$ cat src/rtl/dmem_arbiter_pkg.sv
`default_nettype none
// ============================================================================
//  Module      : dmem_arbiter_pkg
//  Description : Shared encodings for the data-memory arbiter: access sizes,
//                arbiter FSM states and byte-lane mask constants.
//  Revision    : 1.0 - initial release
// ============================================================================
package dmem_arbiter_pkg;

    // Access size encodings carried on req_size
    localparam logic [1:0] SIZE_BYTE    = 2'b00;
    localparam logic [1:0] SIZE_HALF    = 2'b01;
    localparam logic [1:0] SIZE_WORD    = 2'b10;
    localparam logic [1:0] SIZE_ILLEGAL = 2'b11;

    // Arbiter sequencing states
    typedef enum logic [1:0] {
        ST_IDLE    = 2'd0,
        ST_ACCESS  = 2'd1,
        ST_CAPTURE = 2'd2,
        ST_RESP    = 2'd3
    } state_t;

    // Byte-lane masks before shifting into position by addr[1:0]
    localparam logic [3:0] MASK_NONE = 4'b0000;
    localparam logic [3:0] MASK_BYTE = 4'b0001;
    localparam logic [3:0] MASK_HALF = 4'b0011;
    localparam logic [3:0] MASK_WORD = 4'b1111;

endpackage : dmem_arbiter_pkg
`default_nettype wire

$ cat src/rtl/dmem_load_formatter.sv
`default_nettype none
// ============================================================================
//  Module      : dmem_load_formatter
//  Description : Combinational load formatter. Extracts the addressed lane
//                from a raw memory word and sign- or zero-extends it.
//  Revision    : 1.0 - initial release
// ============================================================================
module dmem_load_formatter
    import dmem_arbiter_pkg::*;
(
    input  logic [31:0] raw_word,
    input  logic [1:0]  lane,
    input  logic [1:0]  size,
    input  logic        is_unsigned,
    output logic [31:0] rdata
);

    logic [31:0] w_shifted;
    logic        w_sign_byte;
    logic        w_sign_half;

    // Lane extraction and extension; illegal sizes yield zero
    always_comb begin
        w_shifted   = raw_word >> {lane, 3'b000};
        w_sign_byte = w_shifted[7]  & ~is_unsigned;
        w_sign_half = w_shifted[15] & ~is_unsigned;
        rdata       = 32'd0;
        case (size)
            SIZE_BYTE: rdata = {{24{w_sign_byte}}, w_shifted[7:0]};
            SIZE_HALF: rdata = {{16{w_sign_half}}, w_shifted[15:0]};
            SIZE_WORD: rdata = w_shifted;
            default:   rdata = 32'd0;
        endcase
    end

endmodule : dmem_load_formatter
`default_nettype wire

$ cat src/rtl/dmem_arbiter.sv
`default_nettype none
// ============================================================================
//  Module      : dmem_arbiter
//  Description : Two-port arbiter in front of a single-port synchronous data
//                memory. Converts sized byte-addressed requests to word
//                accesses, sequences the one-cycle read latency and returns
//                a one-cycle response pulse to the granted requester.
//                Optional macro DMEM_ARB_ROUND_ROBIN_EN selects round-robin
//                arbitration; otherwise port 0 has fixed priority.
//  Revision    : 1.0 - initial release
// ============================================================================
module dmem_arbiter
    import dmem_arbiter_pkg::*;
#(
    parameter int ADDR_WIDTH = 10,
    parameter int DATA_WIDTH = 32
) (
    input  logic                  clk,
    input  logic                  reset,

    input  logic                  p0_req_valid,
    output logic                  p0_req_ready,
    input  logic                  p0_req_write,
    input  logic [31:0]           p0_req_addr,
    input  logic [1:0]            p0_req_size,
    input  logic                  p0_req_unsigned,
    input  logic [DATA_WIDTH-1:0] p0_req_wdata,
    output logic                  p0_resp_valid,

    input  logic                  p1_req_valid,
    output logic                  p1_req_ready,
    input  logic                  p1_req_write,
    input  logic [31:0]           p1_req_addr,
    input  logic [1:0]            p1_req_size,
    input  logic                  p1_req_unsigned,
    input  logic [DATA_WIDTH-1:0] p1_req_wdata,
    output logic                  p1_resp_valid,

    output logic [DATA_WIDTH-1:0] resp_rdata,
    output logic                  resp_err,

    output logic                  mem_read_enable,
    output logic                  mem_write_enable,
    output logic [ADDR_WIDTH-1:0] mem_address,
    output logic [DATA_WIDTH-1:0] mem_write_data,
    output logic [3:0]            mem_write_mask,
    input  logic [DATA_WIDTH-1:0] mem_read_data
);

    state_t                r_state;
    state_t                w_next;

    // Latched request
    logic                  r_port;
    logic                  r_write;
    logic [ADDR_WIDTH+1:0] r_addr;
    logic [1:0]            r_size;
    logic                  r_unsigned;
    logic [31:0]           r_wdata;

    // Arbitration and incoming request mux
    logic                  w_sel;
    logic                  w_any;
    logic                  w_hs;
    logic                  w_err;
    logic                  w_write;
    logic [31:0]           w_addr;
    logic [1:0]            w_size;
    logic                  w_unsigned;
    logic [31:0]           w_wdata;
    logic [31:0]           w_fmt;
    logic [3:0]            w_mask_base;

    assign w_any = p0_req_valid | p1_req_valid;
    assign w_hs  = (r_state == ST_IDLE) && w_any;

`ifdef DMEM_ARB_ROUND_ROBIN_EN
    // Preferred port on contention; flips away from the winner at each handshake
    logic r_prio;

    // Round-robin pointer register
    always_ff @(posedge clk or posedge reset) begin
        if (reset) begin
            r_prio <= 1'b0;
        end else if (w_hs) begin
            r_prio <= ~w_sel;
        end
    end

    // Contention goes to the preferred port, otherwise to whoever is valid
    always_comb begin
        w_sel = 1'b0;
        if (p0_req_valid && p1_req_valid) begin
            w_sel = r_prio;
        end else if (p1_req_valid) begin
            w_sel = 1'b1;
        end
    end
`else
    // Fixed priority: port 0 wins whenever it is valid
    always_comb begin
        w_sel = ~p0_req_valid & p1_req_valid;
    end
`endif

    // Select the granted port's request fields and check legality
    always_comb begin
        w_write    = w_sel ? p1_req_write    : p0_req_write;
        w_addr     = w_sel ? p1_req_addr     : p0_req_addr;
        w_size     = w_sel ? p1_req_size     : p0_req_size;
        w_unsigned = w_sel ? p1_req_unsigned : p0_req_unsigned;
        w_wdata    = w_sel ? p1_req_wdata    : p0_req_wdata;
        w_err      = (w_size == SIZE_ILLEGAL)
                   | ((w_size == SIZE_HALF) & w_addr[0])
                   | ((w_size == SIZE_WORD) & (w_addr[1:0] != 2'b00))
                   | (|w_addr[31:ADDR_WIDTH+2]);
    end

    // State register
    always_ff @(posedge clk or posedge reset) begin
        if (reset) begin
            r_state <= ST_IDLE;
        end else begin
            r_state <= w_next;
        end
    end

    // Capture the granted request at handshake; ignored afterwards
    always_ff @(posedge clk or posedge reset) begin
        if (reset) begin
            r_port     <= 1'b0;
            r_write    <= 1'b0;
            r_addr     <= '0;
            r_size     <= SIZE_BYTE;
            r_unsigned <= 1'b0;
            r_wdata    <= 32'd0;
        end else if (w_hs) begin
            r_port     <= w_sel;
            r_write    <= w_write;
            r_addr     <= w_addr[ADDR_WIDTH+1:0];
            r_size     <= w_size;
            r_unsigned <= w_unsigned;
            r_wdata    <= w_wdata;
        end
    end

    dmem_load_formatter u_fmt (
        .raw_word    (mem_read_data),
        .lane        (r_addr[1:0]),
        .size        (r_size),
        .is_unsigned (r_unsigned),
        .rdata       (w_fmt)
    );

    // Response data/error: error path loads at handshake, normal path in CAPTURE
    always_ff @(posedge clk or posedge reset) begin
        if (reset) begin
            resp_rdata <= '0;
            resp_err   <= 1'b0;
        end else if (w_hs && w_err) begin
            resp_rdata <= '0;
            resp_err   <= 1'b1;
        end else if (r_state == ST_CAPTURE) begin
            resp_rdata <= r_write ? 32'd0 : w_fmt;
            resp_err   <= 1'b0;
        end
    end

    // Next state, grant, memory strobes and response pulses
    always_comb begin
        w_next           = r_state;
        p0_req_ready     = 1'b0;
        p1_req_ready     = 1'b0;
        p0_resp_valid    = 1'b0;
        p1_resp_valid    = 1'b0;
        mem_read_enable  = 1'b0;
        mem_write_enable = 1'b0;
        mem_address      = '0;
        mem_write_data   = '0;
        mem_write_mask   = MASK_NONE;
        case (r_size)
            SIZE_BYTE: w_mask_base = MASK_BYTE;
            SIZE_HALF: w_mask_base = MASK_HALF;
            default:   w_mask_base = MASK_WORD;
        endcase
        case (r_state)
            ST_IDLE: begin
                p0_req_ready = p0_req_valid & ~w_sel;
                p1_req_ready = p1_req_valid &  w_sel;
                if (w_hs) begin
                    w_next = w_err ? ST_RESP : ST_ACCESS;
                end
            end
            ST_ACCESS: begin
                mem_address      = r_addr[ADDR_WIDTH+1:2];
                mem_read_enable  = ~r_write;
                mem_write_enable =  r_write;
                if (r_write) begin
                    mem_write_mask = w_mask_base << r_addr[1:0];
                    mem_write_data = r_wdata << {r_addr[1:0], 3'b000};
                end
                w_next = ST_CAPTURE;
            end
            ST_CAPTURE: begin
                w_next = ST_RESP;
            end
            ST_RESP: begin
                p0_resp_valid = ~r_port;
                p1_resp_valid =  r_port;
                w_next        = ST_IDLE;
            end
            default: w_next = ST_IDLE;
        endcase
    end

endmodule : dmem_arbiter
`default_nettype wire
$ cat config.mk
export PLATFORM = sky130hd
export DESIGN_NAME = dmem_arbiter
export DESIGN_NICKNAME = d
export VERILOG_FILES = /design/src/rtl/dmem_arbiter_pkg.sv /design/src/rtl/dmem_load_formatter.sv /design/src/rtl/dmem_arbiter.sv
export SDC_FILE = /design/constraint.sdc
export NUM_CORES = 1
export LEC_CHECK = 0
export CAP_MARGIN = 20
export CORE_UTILIZATION = 41
export CTS_CLUSTER_DIAMETER = 40
export DETAILED_ROUTE_END_ITERATION = 8
export PLACE_DENSITY = 0.92
export SLEW_MARGIN = 20
export SYNTH_ARGS = -nofsm -noshare
export SYNTH_HDL_FRONTEND = slang
export SYNTH_SLANG_ARGS = --single-unit
$ cat constraint.sdc
create_clock -name clk -period 3.2 [get_ports clk]
set_input_delay 0.32 -clock clk [delete_from_list [all_inputs] [get_ports clk]]
set_output_delay 0.32 -clock clk [all_outputs]
set_load 0.02 [all_outputs]
* Yosys cells after proc, flatten, opt, wreduce, memory -nomap -nowiden
Index checks and enable logic that the tools add are counted.
** Operators by class
- Add/sub/neg operators :: 0
- $mul :: 0
- Divide/modulo/power cells :: 0
- $lt $le $gt $ge :: 0
- Equal/unequal tests :: 9
- Shift-type cells :: 3
- Muxes and demuxes :: 26
- Bitwise operators :: 16
- Reductions and logical operators :: 7
** Operators with widths (count)
- 32-bit 2-to-1 mux :: 7
- 32-bit case mux with 3 select lines :: 1
- 32-bit by 5-bit << shifter with 32-bit output :: 1
- 32-bit by 5-bit right shift with 32-bit output :: 1
- 20-bit OR reduction :: 1
- 2-bit equality test, second input constant :: 5
- 1-bit 2-to-1 mux :: 10
- 10-bit 2-to-1 mux :: 1
- 4-bit 2-to-1 mux :: 2
- 2-bit case mux with 4 select lines :: 1
- 4-bit case mux with 2 select lines :: 1
- 1-bit bitwise AND :: 7
- 2-bit by 1-bit equality test with 1-bit output, second input constant :: 3
- 2-bit 2-to-1 mux :: 3
- 1-bit NOT :: 5
- 2-bit zero test :: 2
- 1-bit bitwise OR :: 4
- 2-bit nonzero test :: 2
- 4-bit by 2-bit << shifter with 4-bit output :: 1
- 1-bit logical AND :: 2
- 2-bit != test, second input constant :: 1
** Word-level totals
- Register bits :: 84
- Latch bits :: 0
- RAM bits :: 0
- ROM bits :: 0
- Output and inout port bits :: 85
- Word-level logic and storage cells :: 70
- Memories :: 0

* Longest topological paths before layout
Gate-level depths: netlist of run 1.
- Depth in word-level cells :: 11
- Depth in mapped cells :: 8

* By module
From an unflattened synthesis of run 1, not the netlist that was laid out.
** Second synthesis, totals
- Cells, all modules :: 757
- Area, all modules :: 5828.1 um^2
** By module, submodules not included
- dmem_arbiter :: instances 1, cells each 643, area an instance 5036.1 um^2, seq. area each 2102.0 um^2
- dmem_load_formatter :: instances 1, cells each 114, area an instance 792.0 um^2, seq. area each 0.0 um^2

* Least setup slack after synthesis of run 1
No wires, ideal clock.
- Kind :: reg-to-output
- Start point :: reg r_state[1]
- End point :: out mem_write_data[0]
- Arrival time :: 1.919 ns
- Data required time :: 2.880 ns
- Setup slack :: 0.961 ns
- Cell stages (with the launch flop) :: 8
- Path buffers :: 1
- Cell sequence :: dfrtp_1 > inv_1 > ha_1 > nand2_1 > or2_2 > clkbuf_1 > nor2_1 > and2_1
** Between the ends
- Word-level cells in the longest chain between the ends :: 2
** Ends and longest elaborated chain
- start, declared :: RTL line dmem_arbiter.sv:50 : state_t r_state;
- start signal, assigned :: RTL line dmem_arbiter.sv:124 : r_state <= w_next;
- 2-bit by 1-bit equality test with 1-bit output :: RTL line dmem_arbiter.sv:186 : case (r_state)
- 32-bit 2-to-1 mux :: RTL line dmem_arbiter.sv:186
- end, declared :: RTL line dmem_arbiter.sv:45 : output logic [DATA_WIDTH-1:0] mem_write_data,
Every way passes these cells.

* Worst setup path after layout of run 1
- Start point :: reg r_state[1]
- End point :: out mem_write_data[3]
The elaborated chain is that of the path after synthesis.

==> flow_metrics.py, run 1 <==
metrics = {
    "placement": {
        "dp_hpwl_um": 12600,
        "gp_congestion": 0.828,
        "place_area_um2": 7740,
        "port_buffers": 256,
    },
    "timing": {
        "fmax_mhz": 327,
        "worst_pin_slew_ns": 0.891,
        "min_period_over_period_pct": 95.5,
        "slew_headroom_pct": 40.1,
        "rsz0062_at_grt": "false",
        "hold_violations": 0,
        "setup_viol": 0,
        "setup_tns_ns": 0,
        "slew_viol_final": 0,
        "fin_crit_ns": 3.06,
        "clock_skew_ns": 0.00400,
    },
    "worst_setup_path": {
        "required_ns": 2.88,
        "endpoint_kind": "primary output",
        "crit_buf_inv": 2,
        "slowest_stage": "clkdlybuf4s50_1",
        "critical_path_arrival_ns": 2.74,
        "critPathLaunch": "r_state[1]",
        "worstReg2RegStart": "r_addr[1]",
        "cp_cell_sequence": "inv_1 -> ha_1 -> nand2_1 -> or2_2 -> nor2_1 -> and2_1 -> clkdlybuf4s50_1",
        "cp_top_family": "simple AND/OR/NAND/NOR gates",
        "critPathMaxStageDelay_ns": 0.60,
        "worstSetupPathType": "flop to primary output",
        "start_kind": "flop",
        "crit_fanout": 10,
    },
    "drt": {
        "drt_iter0_drc": 322,
        "first_pass_iters": 7,
        "ant_nets": 0,
        "vias_per_cell": 5.44,
        "vias": 5110,
        "avgRoutedWirePerCell_um": 17.5,
        "drt_wl_total_um": 16400,
        "drc_errors": 0,
    },
    "logic_synthesis": {
        "syn_avg_cell_area_um2": 9.11,
        "yosysTopAreaCell": "dfrtp_1",
        "synthesis.area_um2": 5050,
        "ys_types": 41,
        "ys_ff_latch": 84,
        "yosysWarnings": 0,
        "synth_fp_nets": 731,
        "yosysSeqAreaShare_pct": 41.6,
        "synth_ff_type": "dfrtp_1",
        "synth_top_area_share_pct": 41.6,
        "synth_edf_count": 0,
        "synth_cells": 555,
        "async_flop_share_pct": 100,
        "synthTopCellsByArea": "dfrtp_1, mux2i_1, o21ai_0, nand2_1, nor2_1",
    },
    "global_routing": {
        "grt_pass1_vias": 4945,
        "grt_util_all_layers_pct": 25.9,
        "grt_pass1_wl_um": 25700,
        "antenna_found_initial": 0,
        "overflow": 0,
        "grt_max_degree": 85,
    },
    "clock_tree": {
        "post_cts_buffers": 0,
        "cts-root-buf": "clkbuf_16",
        "cts_resized": 0,
        "cts-buffers-inserted": 9,
        "clockBufferDepth": 2,
        "cts.sinks": 84,
        "cts_tree": "yes",
        "cts_hold_buf": 0,
        "worstSkewPairLatency_ns": 0.33,
        "htreeDepth": 3,
        "clk_pin_slew_ns": 0.06,
    },
    "finish": {
        "final_common_cell": "clkdlybuf4s50_1",
        "final_layout_size_suffix_gt1_share_pct": 4.67,
        "syn2layout_area_growth_pct": 59.0,
        "finalInstanceArea_um2": 8030,
        "nets": 963,
        "diodes": 0,
        "layout_common_cells": "clkdlybuf4s50_1, dfrtp_1, mux2i_1",
    },
    "die": {
        "die_x_um": 113,
        "dieArea_um2": 12800,
        "die_y_um": 113,
        "core_um2": 12000,
        "num_rows": 40,
        "io_pins": 257,
        "initial_utilization_pct": 42.1,
    },
    "run_status": {
        "status": "finished, final reports clean",
    },
    "power": {
        "p_leak_nw": 3.49,
        "peakVddDrop_v": 0.000346,
        "power_density_nw_per_um2": 736,
    },
    "min_path": {
        "hold_class": "input port to asynchronous set/reset pin",
    },
    "job": {
        "maxCapViolations": 0,
    },
}
[metrics by stage]
step / power, W / worst slack [ns] / util (%) / std cells / hold WS (ns)
after floorplan: 0.00373 / 0.715 / - / 555 / 0.442
after CTS: 0.00594 / 0.148 / 66.9 / 939 / 0.460
after detailed placement: 0.00488 / 0.516 / 64.4 / 923 / 0.463
final: 0.00591 / 0.145 / 66.9 / 939 / 0.418
after global routing: 0.00630 / 0.00987 / 66.9 / 939 / 0.496
after global placement: 0.00477 / 0.648 / 64.4 / 923 / 0.453
[worst reg2reg max path, cell delays in order, from the launching register on]
cell       delay, ns
dfrtp_2         0.51
nor2b_1         0.65
buf_4           0.31
a2bb2oi_1       0.13
nand2_1         0.09
o2111ai_2       0.41
a21oi_1         0.29
[synth_stat cells, types with 8 or more instances]
library cell and count:
a22oi_1 17, a211oi_1 18, nand2_1 58, nor2b_1 18, a21oi_1 34, dfrtp_1 84, mux2i_1 80, a2bb2oi_1 8
o21ai_0 58, and2_1 20, nor2_1 53, a211o_1 8, clkbuf_1 27, buf_2 14
[per-layer routing]
metal / global-route usage (%) / share of wire, % / vias to the layer above
li1: - / - / 2460
met1: 30.6 / 40 / 2395
met2: 45.8 / 51 / 225
met3: 6.11 / 7.2 / 30
met4: 9.82 / 2.4 / 0
met5: 0 / 0 / -
[worst paths after layout]
kind	to	slack, ns	cells past startpoint
max	mem_write_data[3]	0.14	7
min	r_wdata[9]	0.42	2
max reg2reg	resp_rdata[21]	0.72	6
min reg2reg	r_wdata[31]	0.47	2
max in group asynchronous	r_addr[0]	2.09	3
min in group clk	r_wdata[31]	0.47	2
[sequential cells by signal, summed over array words and instances, names as in the netlist]
signal,flops
r_size,2
r_addr,12
resp_err,1
resp_rdata,32
r_unsigned,1
r_wdata,32
r_state,2
r_write,1
r_port,1
[power breakdown]
group | total, W | switching, W | internal (W) | leakage [nW]
combinational | 0.00306 | 0.00172 | 0.00135 | 2.28
clock | 0.00103 | 0.000427 | 0.000605 | 0.135
sequential | 0.00182 | 0.000340 | 0.00148 | 1.07
total | 0.00591 | 0.00248 | 0.00343 | 3.49
[layout make-up]
type,count,area [µm²]
timing repair buffer,267,2700
tap,147,184
sequential,84,2100
clock inverter,6,66.3
fill,959,3980
multi-input combinational,417,2720
clock buffer,10,229
inverter,8,31.3
[logic make-up (layout without fill, tap and decap cells)]
| logic type | Yosys count | count (layout) | synth area share (%) |
|---|---|---|---|
| AO/OA/AOI/OAI | 161 | 161 | 20.4 |
| XOR/XNOR | 1 | 1 | 0.173 |
| adder cells (fa/ha/maj) | 4 | 4 | 0.990 |
| buffers and inverters | 54 | 291 | 4.80 |
| flip-flops | 84 | 84 | 41.6 |
| multiplexers | 81 | 81 | 16.3 |
| AND/OR/NAND/NOR | 170 | 170 | 15.8 |
Power figures use the tool's default switching activity.
==> run 2, diff against run 1 <==
--- a/config.mk
+++ b/config.mk
@@ -7,7 +7,7 @@
 export LEC_CHECK = 0
 export CAP_MARGIN = 20
 export CORE_UTILIZATION = 41
-export CTS_CLUSTER_DIAMETER = 40
+export CTS_CLUSTER_DIAMETER = 50
 export DETAILED_ROUTE_END_ITERATION = 8
 export PLACE_DENSITY = 0.92
 export SLEW_MARGIN = 20
==> results of run 2 <==
No change in the layout: final DEF, timing and power equal those of run 1.
==> run 3, diff against run 2 <==
--- a/config.mk
+++ b/config.mk
@@ -6,9 +6,11 @@
 export NUM_CORES = 1
 export LEC_CHECK = 0
 export CAP_MARGIN = 20
+export CORE_MARGIN = 2
 export CORE_UTILIZATION = 41
 export CTS_CLUSTER_DIAMETER = 50
 export DETAILED_ROUTE_END_ITERATION = 8
+export GPL_TIMING_DRIVEN = 1
 export PLACE_DENSITY = 0.92
 export SLEW_MARGIN = 20
 export SYNTH_ARGS = -nofsm -noshare
==> flow_metrics.py, run 3 (same netlist as run 1, synthesis figures left out) <==
metrics = {
    "timing": {
        "min_period_over_period_pct": 91.8,
        "slew_viol_final": 0,
        "fin_crit_ns": 2.94,
        "worst_slack_ns": 0.262,
        "worst_pin_slew_ns": 0.976,
        "fmax_mhz": 340,
        "setup_viol": 0,
        "rsz0062_at_grt": "false",
        "clock_skew_ns": 0.00638,
        "slew_headroom_pct": 34.4,
        "setup_tns_ns": 0,
        "hold_violations": 0,
    },
    "worst_setup_path": {
        "required_ns": 2.88,
        "cp_cell_sequence": "inv_1 -> ha_1 -> nand2_1 -> or2_2 -> nor2_2 -> and2_1 -> clkdlybuf4s50_1",
        "worstReg2RegStart": "r_addr[0]",
        "worstSetupPathType": "flop to primary output",
        "crit_fanout": 10,
        "slowest_stage": "clkdlybuf4s50_1",
        "critical_path_arrival_ns": 2.62,
        "cp_top_family": "simple AND/OR/NAND/NOR gates",
        "critPathMaxStageDelay_ns": 0.63,
        "start_kind": "flop",
        "crit_buf_inv": 2,
        "critPathLaunch": "r_state[1]",
        "endpoint_kind": "primary output",
    },
    "finish": {
        "fin_cells": 941,
        "final_layout_size_suffix_gt1_share_pct": 4.91,
        "final_common_cell": "clkdlybuf4s50_1",
        "syn2layout_area_growth_pct": 59.5,
        "diodes": 0,
        "nets": 965,
        "largestRegisters": "r_wdata: 32 flops, resp_rdata: 32 flops, r_addr: 12 flops",
        "layout_common_cells": "clkdlybuf4s50_1, dfrtp_1, mux2i_1",
    },
    "placement": {
        "dp_hpwl_um": 12700,
        "gp_congestion": 0.883,
        "post-place-cells": 925,
        "port_buffers": 256,
        "pre_cts_ws_ns": 0.409,
    },
    "clock_tree": {
        "clockBufferDepth": 2,
        "clk_pin_slew_ns": 0.06,
        "cts_hold_buf": 0,
        "cts_tree": "yes",
        "cts-root-buf": "clkbuf_16",
        "cts.sinks": 84,
        "htreeDepth": 3,
        "cts-buffers-inserted": 9,
        "worstSkewPairLatency_ns": 0.33,
    },
    "power": {
        "peakVddDrop_v": 0.000341,
        "finalPower_w": 0.00599,
        "p_leak_nw": 3.52,
        "power_density_nw_per_um2": 742,
    },
    "global_routing": {
        "grt_pass1_wl_um": 25500,
        "overflow": 0,
        "grt_util_all_layers_pct": 24.7,
        "grt_max_degree": 91,
        "antenna_found_initial": 0,
        "grt_pass1_vias": 5197,
    },
    "run_status": {
        "status": "finished, final reports clean",
    },
    "drt": {
        "vias_per_cell": 5.51,
        "first_pass_iters": 5,
        "ant_nets": 0,
        "drt_wl_total_um": 16400,
        "vias": 5188,
        "drt_iter0_drc": 265,
        "avgRoutedWirePerCell_um": 17.4,
        "drc_errors": 0,
    },
    "die": {
        "num_rows": 40,
        "die_x_um": 115,
        "die_y_um": 115,
        "initial_utilization_pct": 42.1,
        "dieArea_um2": 13200,
        "core_um2": 12000,
        "io_pins": 257,
    },
    "min_path": {
        "hold_class": "input port to asynchronous set/reset pin",
    },
    "job": {
        "maxCapViolations": 0,
    },
}
## run 3: final timing paths
| check | end | slack (ns) | cells after the start |
|---|---|---|---|
| hold reg to reg | r_addr[2] | 0.47 | 2 |
| hold / removal | resp_rdata[1] | 0.44 | 2 |
| setup / recovery | mem_write_data[4] | 0.26 | 7 |
| setup reg to reg | resp_rdata[22] | 0.67 | 4 |
| min in group clk | r_addr[2] | 0.47 | 2 |
| max in group asynchronous | r_addr[6] | 2.09 | 3 |
## run 3: power by group
group / internal (W) / switching, W / leakage [nW]
clock: 0.000704 / 0.000409 / 0.153
sequential: 0.00148 / 0.000360 / 1.07
combinational: 0.00135 / 0.00169 / 2.29
## run 3: metal layers
layer / up-vias / global-route usage, % / routed length, µm
met1: 2437 / 29.4 / 6490
met5: - / 0 / 0
met3: 41 / 6.59 / 1330
met4: 0 / 10.3 / 519
met2: 250 / 42.3 / 8030
li1: 2460 / - / -
## run 3: final cells by class
class / count / area (µm²)
Sequential cell: 84 / 2100
Inverter: 8 / 31.3
Clock buffer: 12 / 246
Clock inverter: 4 / 72.6
Multi-Input combinational cell: 417 / 2730
Tap cell: 147 / 184
Timing Repair Buffer: 269 / 2700
Fill cell: 950 / 3950
## run 3: what timing repair did
item                       CTS  global route
setup buffers                0             0
setup endpoints to repair    0             9
gates resized for setup      0             1
## run 3: through the flow
stage / utilization (%) / instance area (µm²) / hold slack, ns
2_1_floorplan: - / 5050 / 0.442
3_3_place_gp: 64.4 / 7740 / 0.452
3_5_place_dp: 64.4 / 7740 / 0.463
4_1_cts: 67.1 / 8060 / 0.459
5_1_grt: 67.1 / 8060 / 0.491
6_report: 67.1 / 8060 / 0.439
